$ cat src/rtl/tlb_ctrl_pkg.sv
// Shared constants for the CP0 TLB instruction sequencer: op codes, FSM encoding,
// CP0 register field positions and the EntryLo packing helper.
package tlb_ctrl_pkg;

  localparam logic [1:0] OP_TLBP  = 2'b00;
  localparam logic [1:0] OP_TLBR  = 2'b01;
  localparam logic [1:0] OP_TLBWI = 2'b10;
  localparam logic [1:0] OP_TLBWR = 2'b11;

  localparam logic [2:0] ST_IDLE  = 3'd0;
  localparam logic [2:0] ST_PROBE = 3'd1;
  localparam logic [2:0] ST_READ  = 3'd2;
  localparam logic [2:0] ST_WRITE = 3'd3;
  localparam logic [2:0] ST_DONE  = 3'd4;

  localparam int HI_VPN2_MSB = 31;
  localparam int HI_VPN2_LSB = 13;
  localparam int HI_ASID_MSB = 7;
  localparam int HI_ASID_LSB = 0;

  localparam int LO_PFN_MSB = 25;
  localparam int LO_PFN_LSB = 6;
  localparam int LO_C_MSB   = 5;
  localparam int LO_C_LSB   = 3;
  localparam int LO_D       = 2;
  localparam int LO_V       = 1;
  localparam int LO_G       = 0;

  localparam int IDX_P = 31;

  localparam logic [31:0] INDEX_P_BIT = 32'h8000_0000;

  function automatic logic [31:0] pack_entrylo(input logic [19:0] pfn, input logic [2:0] c,
                                               input logic d, input logic v, input logic g);
    return {6'b0, pfn, c, d, v, g};
  endfunction

endpackage

$ cat src/rtl/tlb_random_cnt.sv
// CP0 Random register: free-running down-counter over the TLB index range,
// wrapping from 0 back to TLBNUM-1 (TLBNUM is a power of two).
module tlb_random_cnt
  import tlb_ctrl_pkg::*;
#(
  parameter int TLBNUM = 16,
  parameter int IDXW   = $clog2(TLBNUM)
) (
  input  logic            clk,
  input  logic            reset,
  output logic [IDXW-1:0] value
);

  always_ff @(posedge clk or posedge reset) begin
    if (reset) value <= IDXW'(TLBNUM - 1);
    else       value <= value - 1'b1;
  end

endmodule

$ cat src/rtl/tlb_op_ctrl.sv
// Sequencer for CP0 TLBP/TLBR/TLBWI/TLBWR between WB and the TLB.
// Optional feature macro TLB_RANDOM_EN: Random counter present, TLBWR uses the latched random index.
module tlb_op_ctrl
  import tlb_ctrl_pkg::*;
#(
  parameter int TLBNUM = 16,
  parameter int IDXW   = $clog2(TLBNUM)
) (
  input  logic            clk,
  input  logic            reset,
  input  logic            op_valid,
  output logic            op_ready,
  input  logic [1:0]      op_code,
  input  logic [31:0]     c0_entryhi,
  input  logic [31:0]     c0_entrylo0,
  input  logic [31:0]     c0_entrylo1,
  input  logic [31:0]     c0_index,
  output logic            op_done,
  output logic            c0_index_we,
  output logic            c0_entryhi_we,
  output logic            c0_entrylo0_we,
  output logic            c0_entrylo1_we,
  output logic [31:0]     c0_index_wdata,
  output logic [31:0]     c0_entryhi_wdata,
  output logic [31:0]     c0_entrylo0_wdata,
  output logic [31:0]     c0_entrylo1_wdata,
  output logic            tlb_s1_own,
  output logic [18:0]     s1_vpn2,
  output logic            s1_odd_page,
  output logic [7:0]      s1_asid,
  input  logic            s1_found,
  input  logic [IDXW-1:0] s1_index,
  output logic [IDXW-1:0] r_index,
  input  logic [18:0]     r_vpn2,
  input  logic [7:0]      r_asid,
  input  logic            r_g,
  input  logic [19:0]     r_pfn0,
  input  logic [2:0]      r_c0,
  input  logic            r_d0,
  input  logic            r_v0,
  input  logic [19:0]     r_pfn1,
  input  logic [2:0]      r_c1,
  input  logic            r_d1,
  input  logic            r_v1,
  output logic            we,
  output logic [IDXW-1:0] w_index,
  output logic [18:0]     w_vpn2,
  output logic [7:0]      w_asid,
  output logic            w_g,
  output logic [19:0]     w_pfn0,
  output logic [2:0]      w_c0,
  output logic            w_d0,
  output logic            w_v0,
  output logic [19:0]     w_pfn1,
  output logic [2:0]      w_c1,
  output logic            w_d1,
  output logic            w_v1,
  output logic            tlb_refetch,
  output logic [IDXW-1:0] random_value
);

  logic [2:0]      state, state_nxt;
  logic            accept;

  logic [1:0]      snap_op;
  logic [18:0]     snap_vpn2;
  logic [7:0]      snap_asid;
  logic [IDXW-1:0] snap_idx;
  logic [25:0]     snap_lo0, snap_lo1;

  logic            pr_found;
  logic [IDXW-1:0] pr_index;
  logic [18:0]     rd_vpn2;
  logic [7:0]      rd_asid;
  logic            rd_g;
  logic [19:0]     rd_pfn0, rd_pfn1;
  logic [2:0]      rd_c0, rd_c1;
  logic            rd_d0, rd_d1, rd_v0, rd_v1;

  logic            st_done;
  logic            unused_bits;

  assign accept = op_valid && (state == ST_IDLE);

  always_ff @(posedge clk or posedge reset) begin
    if (reset) state <= ST_IDLE;
    else       state <= state_nxt;
  end

  always_comb begin
    state_nxt = state;
    case (state)
      ST_IDLE: begin
        if (op_valid) begin
          case (op_code)
            OP_TLBP: state_nxt = ST_PROBE;
            OP_TLBR: state_nxt = ST_READ;
            default: state_nxt = ST_WRITE;
          endcase
        end
      end
      ST_PROBE, ST_READ, ST_WRITE: state_nxt = ST_DONE;
      default:                     state_nxt = ST_IDLE;
    endcase
  end

  // Only the fields actually consumed are snapshotted; the rest of each CP0 word is don't-care.
  always_ff @(posedge clk or posedge reset) begin
    if (reset) begin
      snap_op   <= '0;
      snap_vpn2 <= '0;
      snap_asid <= '0;
      snap_idx  <= '0;
      snap_lo0  <= '0;
      snap_lo1  <= '0;
    end else if (accept) begin
      snap_op   <= op_code;
      snap_vpn2 <= c0_entryhi[HI_VPN2_MSB:HI_VPN2_LSB];
      snap_asid <= c0_entryhi[HI_ASID_MSB:HI_ASID_LSB];
      snap_idx  <= c0_index[IDXW-1:0];
      snap_lo0  <= c0_entrylo0[LO_PFN_MSB:0];
      snap_lo1  <= c0_entrylo1[LO_PFN_MSB:0];
    end
  end

  always_ff @(posedge clk or posedge reset) begin
    if (reset) begin
      pr_found <= 1'b0;
      pr_index <= '0;
    end else if (state == ST_PROBE) begin
      pr_found <= s1_found;
      pr_index <= s1_index;
    end
  end

  always_ff @(posedge clk or posedge reset) begin
    if (reset) begin
      rd_vpn2 <= '0;
      rd_asid <= '0;
      rd_g    <= 1'b0;
      rd_pfn0 <= '0;
      rd_c0   <= '0;
      rd_d0   <= 1'b0;
      rd_v0   <= 1'b0;
      rd_pfn1 <= '0;
      rd_c1   <= '0;
      rd_d1   <= 1'b0;
      rd_v1   <= 1'b0;
    end else if (state == ST_READ) begin
      rd_vpn2 <= r_vpn2;
      rd_asid <= r_asid;
      rd_g    <= r_g;
      rd_pfn0 <= r_pfn0;
      rd_c0   <= r_c0;
      rd_d0   <= r_d0;
      rd_v0   <= r_v0;
      rd_pfn1 <= r_pfn1;
      rd_c1   <= r_c1;
      rd_d1   <= r_d1;
      rd_v1   <= r_v1;
    end
  end

`ifdef TLB_RANDOM_EN
  logic [IDXW-1:0] snap_rand;

  tlb_random_cnt #(.TLBNUM(TLBNUM), .IDXW(IDXW)) u_random (
    .clk   (clk),
    .reset (reset),
    .value (random_value)
  );

  always_ff @(posedge clk or posedge reset) begin
    if (reset)       snap_rand <= '0;
    else if (accept) snap_rand <= random_value;
  end

  assign w_index = (snap_op == OP_TLBWR) ? snap_rand : snap_idx;
`else
  assign random_value = IDXW'(TLBNUM - 1);
  assign w_index      = snap_idx;
`endif

  assign op_ready    = (state == ST_IDLE);
  assign tlb_s1_own  = (state == ST_PROBE);
  assign we          = (state == ST_WRITE);
  assign st_done     = (state == ST_DONE);
  assign op_done     = st_done;

  assign s1_vpn2     = snap_vpn2;
  assign s1_asid     = snap_asid;
  assign s1_odd_page = 1'b0;
  assign r_index     = snap_idx;

  // A global mapping needs G set on both halves of the pair.
  assign w_vpn2 = snap_vpn2;
  assign w_asid = snap_asid;
  assign w_g    = snap_lo0[LO_G] & snap_lo1[LO_G];
  assign w_pfn0 = snap_lo0[LO_PFN_MSB:LO_PFN_LSB];
  assign w_c0   = snap_lo0[LO_C_MSB:LO_C_LSB];
  assign w_d0   = snap_lo0[LO_D];
  assign w_v0   = snap_lo0[LO_V];
  assign w_pfn1 = snap_lo1[LO_PFN_MSB:LO_PFN_LSB];
  assign w_c1   = snap_lo1[LO_C_MSB:LO_C_LSB];
  assign w_d1   = snap_lo1[LO_D];
  assign w_v1   = snap_lo1[LO_V];

  assign c0_index_we    = st_done && (snap_op == OP_TLBP);
  assign c0_entryhi_we  = st_done && (snap_op == OP_TLBR);
  assign c0_entrylo0_we = st_done && (snap_op == OP_TLBR);
  assign c0_entrylo1_we = st_done && (snap_op == OP_TLBR);
  assign tlb_refetch    = st_done && snap_op[1];

  assign c0_index_wdata    = pr_found ? 32'(pr_index) : INDEX_P_BIT;
  assign c0_entryhi_wdata  = {rd_vpn2, 5'b0, rd_asid};
  assign c0_entrylo0_wdata = pack_entrylo(rd_pfn0, rd_c0, rd_d0, rd_v0, rd_g);
  assign c0_entrylo1_wdata = pack_entrylo(rd_pfn1, rd_c1, rd_d1, rd_v1, rd_g);

  assign unused_bits = &{1'b0, c0_entryhi[HI_VPN2_LSB-1:HI_ASID_MSB+1],
                         c0_entrylo0[31:LO_PFN_MSB+1], c0_entrylo1[31:LO_PFN_MSB+1],
                         c0_index[IDX_P:IDXW]};

endmodule

$ cat config.mk
export PLATFORM = sky130hd
export DESIGN_NAME = tlb_op_ctrl
export DESIGN_NICKNAME = d
export VERILOG_FILES = /design/src/rtl/tlb_ctrl_pkg.sv /design/src/rtl/tlb_random_cnt.sv /design/src/rtl/tlb_op_ctrl.sv
export SDC_FILE = /design/constraint.sdc
export NUM_CORES = 1
export LEC_CHECK = 0
export BUFFER_PORTS_ARGS = -buffer_cell sky130_fd_sc_hd__buf_4
export CORE_AREA = 2 2 184 186
export DETAILED_ROUTE_END_ITERATION = 12
export DIE_AREA = 0 0 186 188
export PLACE_DENSITY = 0.52
export SETUP_SLACK_MARGIN = 0.15
export SYNTH_ARGS = -nofsm -noshare
export SYNTH_HDL_FRONTEND = slang
export SYNTH_SLANG_ARGS = --single-unit
$ cat constraint.sdc
create_clock -name clk -period 5.99 [get_ports clk]
set_input_delay 1.198 -clock clk [delete_from_list [all_inputs] [get_ports clk]]
set_output_delay 1.198 -clock clk [all_outputs]
set_load 0.005 [all_outputs]
* Word-level counts from Yosys, hierarchy flattened
Cells that the tools add are included.
** Word-level totals
- Logic and storage cells :: 40
- Output and inout port bits :: 255
- Bits in registers :: 171
- Bits of input ports :: 216
** Cells by class
- Equal/unequal tests :: 7
- Reduce and logical (&&, ||, !) cells :: 8
- Bitwise gates (word level) :: 1
- Mux-type cells :: 4
** Operator list (count)
- $mux 32 :: 1
- $eq 3x2->1 const B :: 2
- $pmux 3 s2 :: 1
- $eq 2x1->1 const B :: 2
- $logic_and 1x1->1 :: 4
- $logic_not 2->1 :: 2
- $pmux 2 s2 :: 1
- $eq 3x1->1 const B :: 1
- $eq 3x3->1 const B :: 1
- $logic_not 3->1 :: 1
- $mux 3 :: 1
- $reduce_or 3->1 :: 1
- $ne 2x2->1 const B :: 1
- $and 1x1->1 :: 1

* Longest topological paths before layout
Gate-level depths: netlist (run 1).
- Word-level depth :: 4
- Mapped depth :: 5

* Worst setup path before layout (run 1)
Ideal clock, no wire load.
- Path type :: input to register
- From :: in op_valid
- To :: reg snap_lo0[0]
- Stages on the path :: 4
- Path slack :: 3.719 ns
- Path buffers :: 2
- Arrival :: 2.143 ns
- Required time :: 5.862 ns
- Path through :: nor4b_4 buf_4 buf_4 mux2_1
** Between the ends
- Longest elaborated chain between the ends :: 1
** RTL lines
- start, declared :: RTL line tlb_op_ctrl.sv:11 : input logic op_valid,
- $logic_and 1x1->1 :: RTL line tlb_op_ctrl.sv:83 : assign accept = op_valid && (state == ST_IDLE);
- end signal, assigned :: RTL line tlb_op_ctrl.sv:121 : snap_lo0 <= c0_entrylo0[LO_PFN_MSB:0];
- end, declared :: RTL line tlb_op_ctrl.sv:69 : logic [25:0] snap_lo0, snap_lo1;
No other way between the ends.
A chain may end at the register's enable or synchronous reset.

* Worst setup path in the final report (run 1)
- From :: reg state[2]
- To :: out tlb_s1_own
** Between the ends
- Longest elaborated chain between the ends :: 1
** RTL lines
- start, declared :: RTL line tlb_op_ctrl.sv:62 : logic [2:0] state, state_nxt;
- start signal, assigned :: RTL line tlb_op_ctrl.sv:87 : else state <= state_nxt;
- $eq 3x1->1 :: RTL line tlb_op_ctrl.sv:185 : assign tlb_s1_own = (state == ST_PROBE);
- end, declared :: RTL line tlb_op_ctrl.sv:27 : output logic tlb_s1_own,
No other way between the ends.

==> results of run 1 <==
## worst max-delay path by stage
stage / start / to / slack, ns
6_report: state[2] / tlb_s1_own / 3.01
5_1_grt: state[0] / tlb_s1_own / 2.84
4_1_cts: state[0] / tlb_s1_own / 2.88
3_5_place_dp: op_valid / s1_asid[2] / 3.14
3_3_place_gp: op_valid / snap_lo0[10] / 3.15
2_1_floorplan: reset / pr_found / 0.16
## through the flow
step                      hold slack (ns)  area (um2)  setup slack (ns)
after global placement              0.463        9950              3.15
after global routing                0.502       10600              2.84
after detailed placement            0.472        9950              3.14
after floorplan                     0.449        7630             0.160
final                               0.480       10600              3.01
after CTS                           0.488       10600              2.88
## metal layers
layer  wire length, um  GRT usage (%)  share of wire (%)
met2              9920           19.1                 52
met5                 0              0                  0
met3              1860           4.54                9.7
met4               326           4.33                1.7
met1              7040           11.6                 37
## logic make-up (layout without fill, tap and decap cells)
logic type	after synthesis	in the layout	share of synthesized area [%]
flip-flops	171	171	57.4
AO/OA/AOI/OAI	2	2	0.202
AND/OR/NAND/NOR	16	16	1.80
buffers and inverters	155	415	15.1
other	2	49	0.101
multiplexers	168	168	25.4
## cells in the mapped netlist (2+ instances only)
master / n / area share [%]
sky130_fd_sc_hd__and2_1: 6 / 0.50
sky130_fd_sc_hd__buf_2: 11 / 0.74
sky130_fd_sc_hd__buf_4: 141 / 14
sky130_fd_sc_hd__conb_1: 2 / 0.10
sky130_fd_sc_hd__dfrtp_1: 171 / 57
sky130_fd_sc_hd__inv_1: 3 / 0.15
sky130_fd_sc_hd__mux2_1: 32 / 4.8
sky130_fd_sc_hd__mux2_2: 136 / 21
sky130_fd_sc_hd__nor2_1: 2 / 0.10
sky130_fd_sc_hd__nor3b_2: 2 / 0.34
## layout make-up
cell class	instances	area, um2
repair buffers	380	2870
inverters	3	16.3
well taps	448	561
clock buffers	21	470
flip-flops and latches	171	4280
fillers	3395	22600
multi-input cells	235	2230
clock inverters	11	133
## worst max-delay path, delay by kind of cell (launching register included)
| family | cells | cell delay, ns |
|---|---|---|
| buffers and inverters | 1 | 0.23 |
| flip-flops | 1 | 0.50 |
| AND/OR/NAND/NOR | 1 | 0.61 |
## registers in the layout, indices dropped and copies added (netlist names), 2 cells and up
register  flops
pr_index      4
r_index       4
rd_asid       8
rd_c0         3
rd_c1         3
rd_pfn0      20
rd_pfn1      20
rd_vpn2      19
s1_asid       8
s1_vpn2      19
snap_lo0     26
snap_lo1     26
snap_op       2
state         3
## power groups by stage
stage | registers, mW | clock network (mW) | logic [mW]
after CTS | 2.13 | 1.21 | 2.26
final | 2.11 | 1.15 | 2.20
after global placement | 2.11 | 0 | 2.25
after detailed placement | 2.14 | 0 | 2.26
after global routing | 2.20 | 1.25 | 2.41
after floorplan | 2.08 | 0 | 1.32
==> summary.md, run 1 <==
Max-cap violations in this run came to 0. The maximum vdd ir drop is 0.202 mV. The tools report the data arrival time of the worst path as 1.78 ns.

Once detailed placement completed, the half-perimeter wirelength came to 14200 um. The tightest min-delay check is of the flip-flop to flip-flop type. For the count of final hold-check violations, the log shows 0. By startpoint and endpoint, the worst setup path is classified as flip-flop to output port. In this run the static leakage power is 5.02 nW.

The netlist uses 18 different library cells. The tools report the post-placement cell count as 1237. Counting flops with a built-in enable in the synthesized netlist gives 0.

For the clock latency at the later pin of the worst-skew pair, the log shows 0.44 ns. The clock share of power is 21.1%. For the pin with the worst max-slew slack, the measured transition is 0.925 ns. Across all register-to-register paths, the minimum setup slack is 3.44 ns.

For this design, the sink count on the clock tree is 171. The share of async-settable or async-resettable flops after synthesis is 100%, and the standard-cell row count is 67. For this design, the CTS-stage hold fixing added 0 buffers. The worst hold path stage count is 1, and the switching power of the nets is 1.61 mW.

The total global routing overflow was 0. The portion of total power attributed to sequential cells is 38.6%. The number of instances in the synthesized netlist was 514.

The depth of the worst register-to-register path came out at 3. The slowest stage of the critical path is the sky130_fd_sc_hd__nor3b_2 cell. The core region is 0.0331 mm2. The first global-routing pass estimated 28200 um of wire. The total routing usage reported by global routing is 11.0%.

The root cell of the clock tree was sky130_fd_sc_hd__clkbuf_16. For the upper clock frequency limit, the log shows 0.336 GHz. The floorplan step defined a die boundary enclosing 0.0350 mm2.

The number of nets with antenna violations after routing was 0; the portion of the clock cycle consumed by the worst path in the final layout was 49.8%. From synthesis to final layout, the design area changed by 41.6%. The first detailed-routing pass took 4 iterations.

The routed via count divided by cell count came out at 3.75. The tools report the final instance count without filler cells as 1269. The endpoint identified for the worst register-to-register timing path is rd_vpn2[9]. Via total after detailed routing: 4757. The delay contributed by the slowest stage of the critical path was 0.61 ns; the fraction of the yosys area taken by sequential cells was 57.4%. The final antenna diode count is 0, and the clock tree skew after final layout is 0.00833 ns. In this run the tightest slew margin relative to its limit is 38.4%.

After detailed routing, the number of remaining DRC violations is 0. TritonCTS built the clock tree. Of the cells placed in the final design, the portion with a size suffix greater than 1 is 67.1%. Counting flops and latches in the post-synthesis netlist gives 171.

The final layout contains routed wiring with a total length of 19100 um. Entering global routing, the biggest net connects 96 pins. The worst setup path is captured at an output port.

The logs give 4.79 ns for the data required time of the critical path and 31.9% for the final cell utilization of the core. The Yosys step of the flow raised 0 warnings. The tools report the sort of element at the start of the critical path as a flip-flop. The path with the worst hold slack has its endpoint at snap_lo1[0].

In the final timing run, aggregate negative setup slack is 0 ns. For this design the ratio of total power to cell area is 518 mW/mm2. For the overall power, the log shows 5.46 mW. At the end of the flow, the number of nets in the layout was 1024. The run finished with clean final reports.

The top cell types in the final layout, fill and taps aside, are sky130_fd_sc_hd__buf_4, sky130_fd_sc_hd__dfrtp_1, sky130_fd_sc_hd__mux2_2. For the internal power consumption, the log shows 3.86 mW. In this run the worst path has a maximum fanout of 10.

Combinational logic is responsible for 40.3% of the overall power. Post-CTS repair changed the size of 0 cells. Setup repair after global routing left no endpoint under its margin.

Number of global-route vias before repair: 4900. The count of buffers added by post-CTS timing repair for setup is 0, and the count of input and output buffers is 376. The startpoint identified for the worst register-to-register timing path is state[2]. The floorplan step set the die width to 186 um. The clock period could shrink to 2.98 ns. Of the total power, the share spent switching nets is 29.4%.

From bottom edge to top edge, the die measures 188 um. After detailed routing, the average wire length per cell comes to 15.1 um. In this run the most critical hold path is launched from snap_lo1[0]. For this configuration, the core starts out at a cell density of 22.5%. The library cell used most frequently in the layout, excluding fill and tap cells, is sky130_fd_sc_hd__buf_4. The cell area that synthesis handed to floorplanning was 0.00745 mm2. Weighted congestion reported at the end of routability-driven placement: 0.667.

The run gives 0 as the number of antenna violations at the first check in global routing. Buffers inserted during clock tree synthesis total 17. The clock tree synthesis step divided the H-tree into 4 levels. The clock passes through at most 2 buffers.

Max-slew violation total from the final report: 0. The predominant post-synthesis flop cell is sky130_fd_sc_hd__dfrtp_1. The count of final setup violators was 0; the register clock-pin slew on the reported worst setup and hold paths was 0.07 ns.

For this design the top-level I/O count stands at 471. The signal on the critical path passes through nor3b_2 > buf_4. Each instance of the synthesized netlist takes up on average 14.5 um2. For the number of DRC markers in iteration 0, the log shows 64.
(Power assumes the default switching activity.)
==> run 2: changes to the inputs <==
ABC_AREA = 1   (was unset)
CORE_AREA = 2 2 182 184   (was 2 2 184 186)
DIE_AREA = 0 0 184 186   (was 0 0 186 188)
PLACE_DENSITY = 0.54   (was 0.52)
clock period = 2.7 ns   (was 5.99 ns; I/O delays follow)
==> summary.md, run 2 <==
The average cell area after synthesis is 8.77 um2 (-40%). The post-cts sizing count came out at 0 (unchanged). The starting utilization of the core area is 24.6% (+2.1 points), and the maximum count of clock buffers along a single path is 2 (unchanged).

The data arrival time of the worst path is 1.82 ns (+0.04 ns). The wire length per cell after detailed routing works out to 15.0 um (-0.83%). The most common cell after layout, fill and taps aside is sky130_fd_sc_hd__buf_4. The tools report the number of different library cells in the post-synthesis netlist as 15 (-3). The final setup slack of the worst path came out at 0.336 ns (-2.67 ns). The total wire length after detailed routing was 23800 um (+24%). The critical path buffer and inverter count was 4 (+3). For the I/O pin count, the log shows 471 (unchanged).

The synthesized design spends more area on one cell type than any other, namely sky130_fd_sc_hd__dfrtp_1. The register clock-pin slew on the reported worst setup and hold paths was 0.07 ns (about the same). The slowest stage of the critical path belongs to the cell sky130_fd_sc_hd__buf_4.

The critical path goes through inv_2 > buf_4 > nand2_1 > inv_1 > buf_4. X dimension of the die: 184 um (-1.1%). Final antenna diode count: 0 (unchanged).

The largest registers in the layout are snap_lo0: 26 flops, snap_lo1: 26 flops. Fraction of post-synthesis cell area in the top cell type by area: 54.1% (-3.3 points). Worst hold path class: primary input to async pin. The register bit total from synthesis was 171 (unchanged). Sorting the synthesized cells by how often they occur yields sky130_fd_sc_hd__nand2_1, sky130_fd_sc_hd__dfrtp_1, sky130_fd_sc_hd__buf_4.

The switching power of the nets was 4.39 mW (+170%); the synthesis-to-layout area growth was 38.4%. The final design area excluding fillers is 0.0110 mm2 (+3.8%). The met3 usage in global routing was 3.46% (-1.1 points); the share of async-settable or async-resettable flops after synthesis was 100% (unchanged). The highest fanout seen on the critical path came out at 49 (+39). The floorplan die height was 186 um (-1.1%). After synthesis, the cell types taking the most area are sky130_fd_sc_hd__dfrtp_1, sky130_fd_sc_hd__buf_4, sky130_fd_sc_hd__nand2_1. Portion of total power attributed to sequential cells: 38.2% (-0.4 points). The fraction of the yosys area taken by sequential cells is 54.1% (-3.3 points). The type of destination of the critical path was an output port. The max-slew violation total from the final report was 0 (unchanged); the clock share of power was 19.3% (-1.8 points). The run gives 42.5% (+2.2 points) as the part of the total power dissipated in combinational logic.

The cell with the most instances after synthesis is sky130_fd_sc_hd__nand2_1. The tools report the worst slack after detailed placement as 0.766 ns (-2.38 ns). First-pass GRT wire length: 35400 um (+26%).

The H-tree depth reported by CTS is 4 (unchanged), and the total global routing overflow is 0 (unchanged). Routed via count divided by cell count: 4.11 (+9.7%). The root buffer cell chosen for the clock tree is sky130_fd_sc_hd__clkbuf_16. Count of final setup violators: 0 (unchanged). The count of input and output buffers is 376 (unchanged), and the core box area is 0.0322 mm2 (-2.7%). The power density relative to cell area works out to 1100 mW/mm2 (+110%).

The run finished with clean final reports. The overall power is 12.1 mW (+120%), and the clock latency at the later pin of the worst-skew pair is 0.44 ns (about the same). The tools report the number of instances in the synthesized netlist as 902 (+75%). The standard-cell row count came out at 66 (-1.5%). The count of buffers added by post-CTS timing repair for setup is 0 (unchanged), and the fraction of final layout cells with drive strength greater than 1 is 36.0% (-31 points). The tools report the pin count of the biggest net entering global routing as 90 (-6.3%). The remaining routing DRC violations is 0 (unchanged). The cell area after placement was 0.0104 mm2 (+4.6%). The tools report the weighted congestion reported at the end of routability-driven placement as 0.743 (+11%).

The number of antenna violations at the first check in global routing is 0 (unchanged). TritonCTS built the clock tree. The count of warnings emitted by yosys is 0 (unchanged), and the count of flip-flops with a built-in enable after synthesis is 0 (unchanged). The slew at the pin closest to its max-slew limit works out to 0.856 ns (-0.0682 ns). The run gives 17 (unchanged) as the total CTS buffers.

The kind of cell with the highest combined delay on the critical path is buffers and inverters. The final HPWL from detailed placement is 17200 um (+21%). Among all flip-flop cells after synthesis, the most frequent one is sky130_fd_sc_hd__dfrtp_1. The number of DRC markers in iteration 0 is 293 (+360%), and the number of global-route vias before repair is 6123 (+25%). The run gives 0.411 mV (+100%) as the maximum vdd ir drop.

The tools report the via total after detailed routing as 6553 (+38%). The total routing usage reported by global routing is 13.5% (+2.5 points). The portion of the clock cycle consumed by the worst path in the final layout was 87.6%. The logs give 8 (+4) for the first-pass iteration count of the detailed router and 0 (unchanged) for the count of final hold-check violations.

Tracing the worst setup path back leads to its startpoint at state[2]. The share of total power consumed by net switching works out to 36.4% (+6.9 points). The clock sink count was 171 (unchanged). The tools report the sort of element at the start of the critical path as a flip-flop.

The clock tree skew after final layout was 0.0103 ns (+0.00201 ns). The max-capacitance violation count is 0 (unchanged). The most used routing layer in global routing was met2.

In this design, the critical path's most frequently occurring cell is sky130_fd_sc_hd__buf_4. The run gives 0.00791 mm2 (+6.2%) as the cell area after synthesis. The delay contributed by the slowest stage of the critical path was 0.49 ns (-0.12 ns); the net count of the finished layout was 1388 (+36%).

In the layout the commonest cells are sky130_fd_sc_hd__buf_4, sky130_fd_sc_hd__nand2_1, sky130_fd_sc_hd__dfrtp_1. For the number of buffers inserted for hold repair after clock tree synthesis, the log shows 0 (unchanged). The critical register-to-register path startpoint is state[2]. The critical path is of the flip-flop to output port type. The run gives 0.0342 mm2 (-2.1%) as the area of the die. Setup repair after global routing left no endpoint under its margin.

Internal power consumption: 7.69 mW (+99%). For this run, the top clock speed supported by timing is 0.423 GHz. The clock period minus final worst setup slack was 2.36 ns. The final cell utilization of the core was 34.0% (+2.1 points). The met1 track utilization from global routing was 17.0% (+5.4 points); the data required time of the critical path was 2.16 ns (-2.63 ns). The relative slew slack is 42.8% (+4.4 points). Number of nets with antenna violations after routing: 0 (unchanged). The global routing usage on met2 was 22.2% (+3.2 points); the standby leakage power was 6.14 nW (+22%).
## run 2: cell count changes in the layout (fill, tap and decap cells not counted), sizes merged, moves of 13 or more
cell,change
o21ai,+83
inv,+93
nand4,+85
buf,+13
mux2,-168
nand2,+262
## run 2: kinds of logic after synthesis
group / Yosys count / share of synthesized area, %
AO/OA/AOI/OAI: 83 / 5.25
buffers and inverters: 288 / 20.7
flip-flops: 171 / 54.1
other: 2 / 0.0949
AND/OR/NAND/NOR: 358 / 19.9
## run 2: final cells by class
| cell class | instances | area [um2] |
|---|---|---|
| clock buffers | 23 | 478 |
| fillers | 3426 | 21300 |
| multi-input cells | 490 | 2200 |
| well taps | 408 | 510 |
| flip-flops and latches | 171 | 4280 |
| inverters | 99 | 375 |
| repair buffers | 393 | 3050 |
| clock inverters | 9 | 62.6 |
## run 2: final timing paths
| kind | cells after the start | slack, ns | to |
|---|---|---|---|
| min | 2 | 0.28 | rd_vpn2[13] |
| max in group asynchronous | 3 | 1.77 | state[0] |
| max reg2reg | 4 | 0.92 | rd_pfn0[16] |
| min reg2reg | 2 | 0.47 | snap_lo1[12] |
| min in group clk | 3 | 0.34 | snap_lo0[0] |
| max | 5 | 0.34 | op_ready |
## run 2: power groups by stage
stage / clock, mW / sequential [mW] / combinational, mW
6_report: 2.33 / 4.61 / 5.14
3_3_place_gp: 0 / 4.61 / 5.20
2_1_floorplan: 0 / 4.55 / 2.99
3_5_place_dp: 0 / 4.64 / 5.26
5_1_grt: 2.55 / 4.77 / 5.75
4_1_cts: 2.43 / 4.62 / 5.26
## run 2: layer usage
layer | up-vias | share of wire (%)
met5 | - | 0
met4 | 0 | 1.7
met3 | 20 | 5.9
met2 | 217 | 51
met1 | 3103 | 42
li1 | 3213 | -
## run 2: per-stage QoR
| stage | setup TNS (ns) | cells | hold WS [ns] |
|---|---|---|---|
| CTS | 0 | 1593 | 0.291 |
| detailed placement | 0 | 1561 | 0.459 |
| global route | 0 | 1593 | 0.315 |
| finish | 0 | 1593 | 0.280 |
| global placement | 0 | 1561 | 0.455 |
| floorplan | -3.88 | 949 | 0.442 |
==> run 3: changes to the inputs <==
CORE_AREA = 2 2 181 183   (was 2 2 182 184)
DIE_AREA = 0 0 183 185   (was 0 0 184 186)
PLACE_DENSITY = 0.55   (was 0.54)
==> summary.md, run 3 (same netlist as run 2, synthesis figures left out) <==
The flow ran to the end, and the final reports show no timing, DRC or antenna violations. The setup slack on the worst flop-to-flop path is 1.03 ns (+0.11 ns). For the first-pass iteration count of the detailed router, the log shows 4 (-4). The logs give 0 (unchanged) for the max-slew violation total from the final report and 1.73 ns (-0.09 ns) for the data arrival time of the worst path. The register clock-pin slew on the reported worst setup and hold paths came out at 0.07 ns (about the same). The slew at the pin closest to its max-slew limit was 0.787 ns (-0.0690 ns); the clock latency at the later pin of the worst-skew pair was 0.43 ns (about the same).

The number of buffers inserted for hold repair after clock tree synthesis is 0 (unchanged), and the H-tree depth reported by CTS is 4 (unchanged). The power density relative to cell area is 1130 mW/mm2 (+2.5%). The logs give 0 (unchanged) for the max-capacitance violation count and 0 (unchanged) for the number of nets with antenna violations after routing.

The final setup slack of the worst path is 0.430 ns (+0.0940 ns). Weighted congestion reported at the end of routability-driven placement: 0.767 (+3.2%). The clock tree skew after final layout was 0.00866 ns (-0.00167 ns). Portion of the clock cycle consumed by the worst path in the final layout: 84.1% (-3.5 points). The top cell types in the final layout, fill and taps aside, are sky130_fd_sc_hd__buf_4, sky130_fd_sc_hd__nand2_1, sky130_fd_sc_hd__dfrtp_1. The number of DRC markers in iteration 0 came out at 358 (+22%).

The final design area excluding fillers was 0.0110 mm2 (+0.11%); the number of antenna violations at the first check in global routing was 0 (unchanged). The tools report the final antenna diode count as 0 (unchanged). The tools report the data required time of the critical path as 2.16 ns (about the same).

Routed via count divided by cell count: 4.05 (-1.4%). The maximum count of clock buffers along a single path is 2 (unchanged). The total CTS buffers is 17 (unchanged). The run gives 6443 (-1.7%) as the via total after detailed routing.

The sort of element at the start of the critical path is a flip-flop. The x dimension of the die came out at 183 um (-0.54%). The clock sink count is 171 (unchanged). The library cell used most frequently in the layout, excluding fill and tap cells, is sky130_fd_sc_hd__buf_4.

Start-to-end type of the worst setup path: flip-flop to output port. For the final HPWL from detailed placement, the log shows 16900 um (-1.4%). Clock period minus final worst setup slack: 2.27 ns (-0.0940 ns).

The run gives 34.2% (+0.21 points) as the final cell utilization of the core. The post-cts sizing count came out at 0 (unchanged). The largest registers in the layout are snap_lo0: 26 flops, snap_lo1: 26 flops.

Highest fanout seen on the critical path: 10 (-80%). Setup repair after global routing left no endpoint under its margin. The floorplan die height was 185 um (-0.54%).

The standby leakage power was 6.14 nW (about the same). The core box area is 0.0320 mm2 (-0.51%), and the count of buffers added by post-CTS timing repair for setup is 0 (unchanged). The logs give 23700 um (-0.41%) for the total wire length after detailed routing and 66 (unchanged) for the standard-cell row count. The total global routing overflow is 0 (unchanged). For the upper clock frequency limit, the log shows 0.440 GHz (+4.1%). The starting utilization of the core area is 24.7% (+0.13 points), and the count of input and output buffers is 376 (unchanged). Remaining routing DRC violations: 0 (unchanged). The wire length per cell after detailed routing was 14.9 um (-0.16%).

The run gives 6064 (-0.96%) as the number of global-route vias before repair. The fraction of final layout cells with drive strength greater than 1 is 35.9% (-0.13 points). The maximum vdd ir drop was 0.474 mV (+15%); the filler cell count in the final layout was 3356 (-2.0%).

For the total routing usage reported by global routing, the log shows 13.6% (+0.16 points). For the area of the die, the log shows 0.0339 mm2 (-1.1%). Count of final hold-check violations: 0 (unchanged). The worst hold path belongs to the class primary input to async pin.

TritonCTS built the clock tree. The tools report the first-pass GRT wire length as 35400 um (about the same). The type of destination of the critical path was an output port. The run gives 87 (-3.3%) as the pin count of the biggest net entering global routing. In this run the clock root is driven by a sky130_fd_sc_hd__clkbuf_16. The logs give 471 (unchanged) for the I/O pin count and 47.5% (+4.7 points) for the relative slew slack.

The logs give 0.0103 mm2 (-0.68%) for the cell area after placement and 0 ns (unchanged) for the final-layout setup total negative slack. The synthesis-to-layout area growth was 38.6%. The count of final setup violators is 0 (unchanged), and the net count of the finished layout is 1385 (-0.22%). Worst slack after detailed placement: 0.859 ns (+0.0939 ns).
[run 3: changes by cell type in the layout (fill, tap and decap cells not counted), sizes merged]
cell	previous run	this run
bufinv	0	4
clkbuf	23	21
buf	393	390
inv	100	98
clkinv	6	5
[run 3: report_power, final]
part           internal, mW  switching, mW  total [mW]
Sequential             3.81          0.799        4.61
Combinational          2.60           2.51        5.10
Clock                  1.60           1.08        2.68
[run 3: layout make-up]
class                   instances  area (um2)  area share (%)
inverters                      99         377            3.43
clock buffers                  21         460            4.20
clock inverters                10         164            1.49
multi-input cells             490        2200            20.0
repair buffers                390        2980            27.2
well taps                     408         510            4.66
flip-flops and latches        171        4280            39.0
[run 3: per-layer routing]
metal	global-route usage, %	vias up	part of all wire (%)
met3	3.15	19	5.4
met4	4.48	0	1.3
met1	17.2	3014	42
met2	23.0	203	51
met5	0	-	0
li1	-	3207	-
[run 3: final timing paths]
kind | start | end | depth (start not counted)
worst min register to register | snap_lo0[7] | snap_lo0[7] | 2
min in group clk | r_c0[2] | rd_c0[2] | 3
worst max register to register | state[2] | s1_vpn2[15] | 6
max in group asynchronous | reset | rd_vpn2[8] | 3
worst max-delay path | state[1] | c0_entrylo0_we | 4
worst min-delay path | reset | state[2] | 2
[run 3: critical path, cell delays in order, from the launching register on]
cell                      delay (ns)
sky130_fd_sc_hd__dfrtp_1        0.44
sky130_fd_sc_hd__nor2_4         0.27
sky130_fd_sc_hd__nand2_1        0.18
sky130_fd_sc_hd__nor2_1         0.24
sky130_fd_sc_hd__buf_4          0.16
[run 3: per-stage QoR]
step	power [mW]	instances	hold WS (ns)
finish	12.4	1589	0.237
global route	13.3	1589	0.276
CTS	12.6	1589	0.250
detailed placement	9.87	1558	0.460
global placement	9.77	1558	0.456
floorplan	7.53	949	0.442
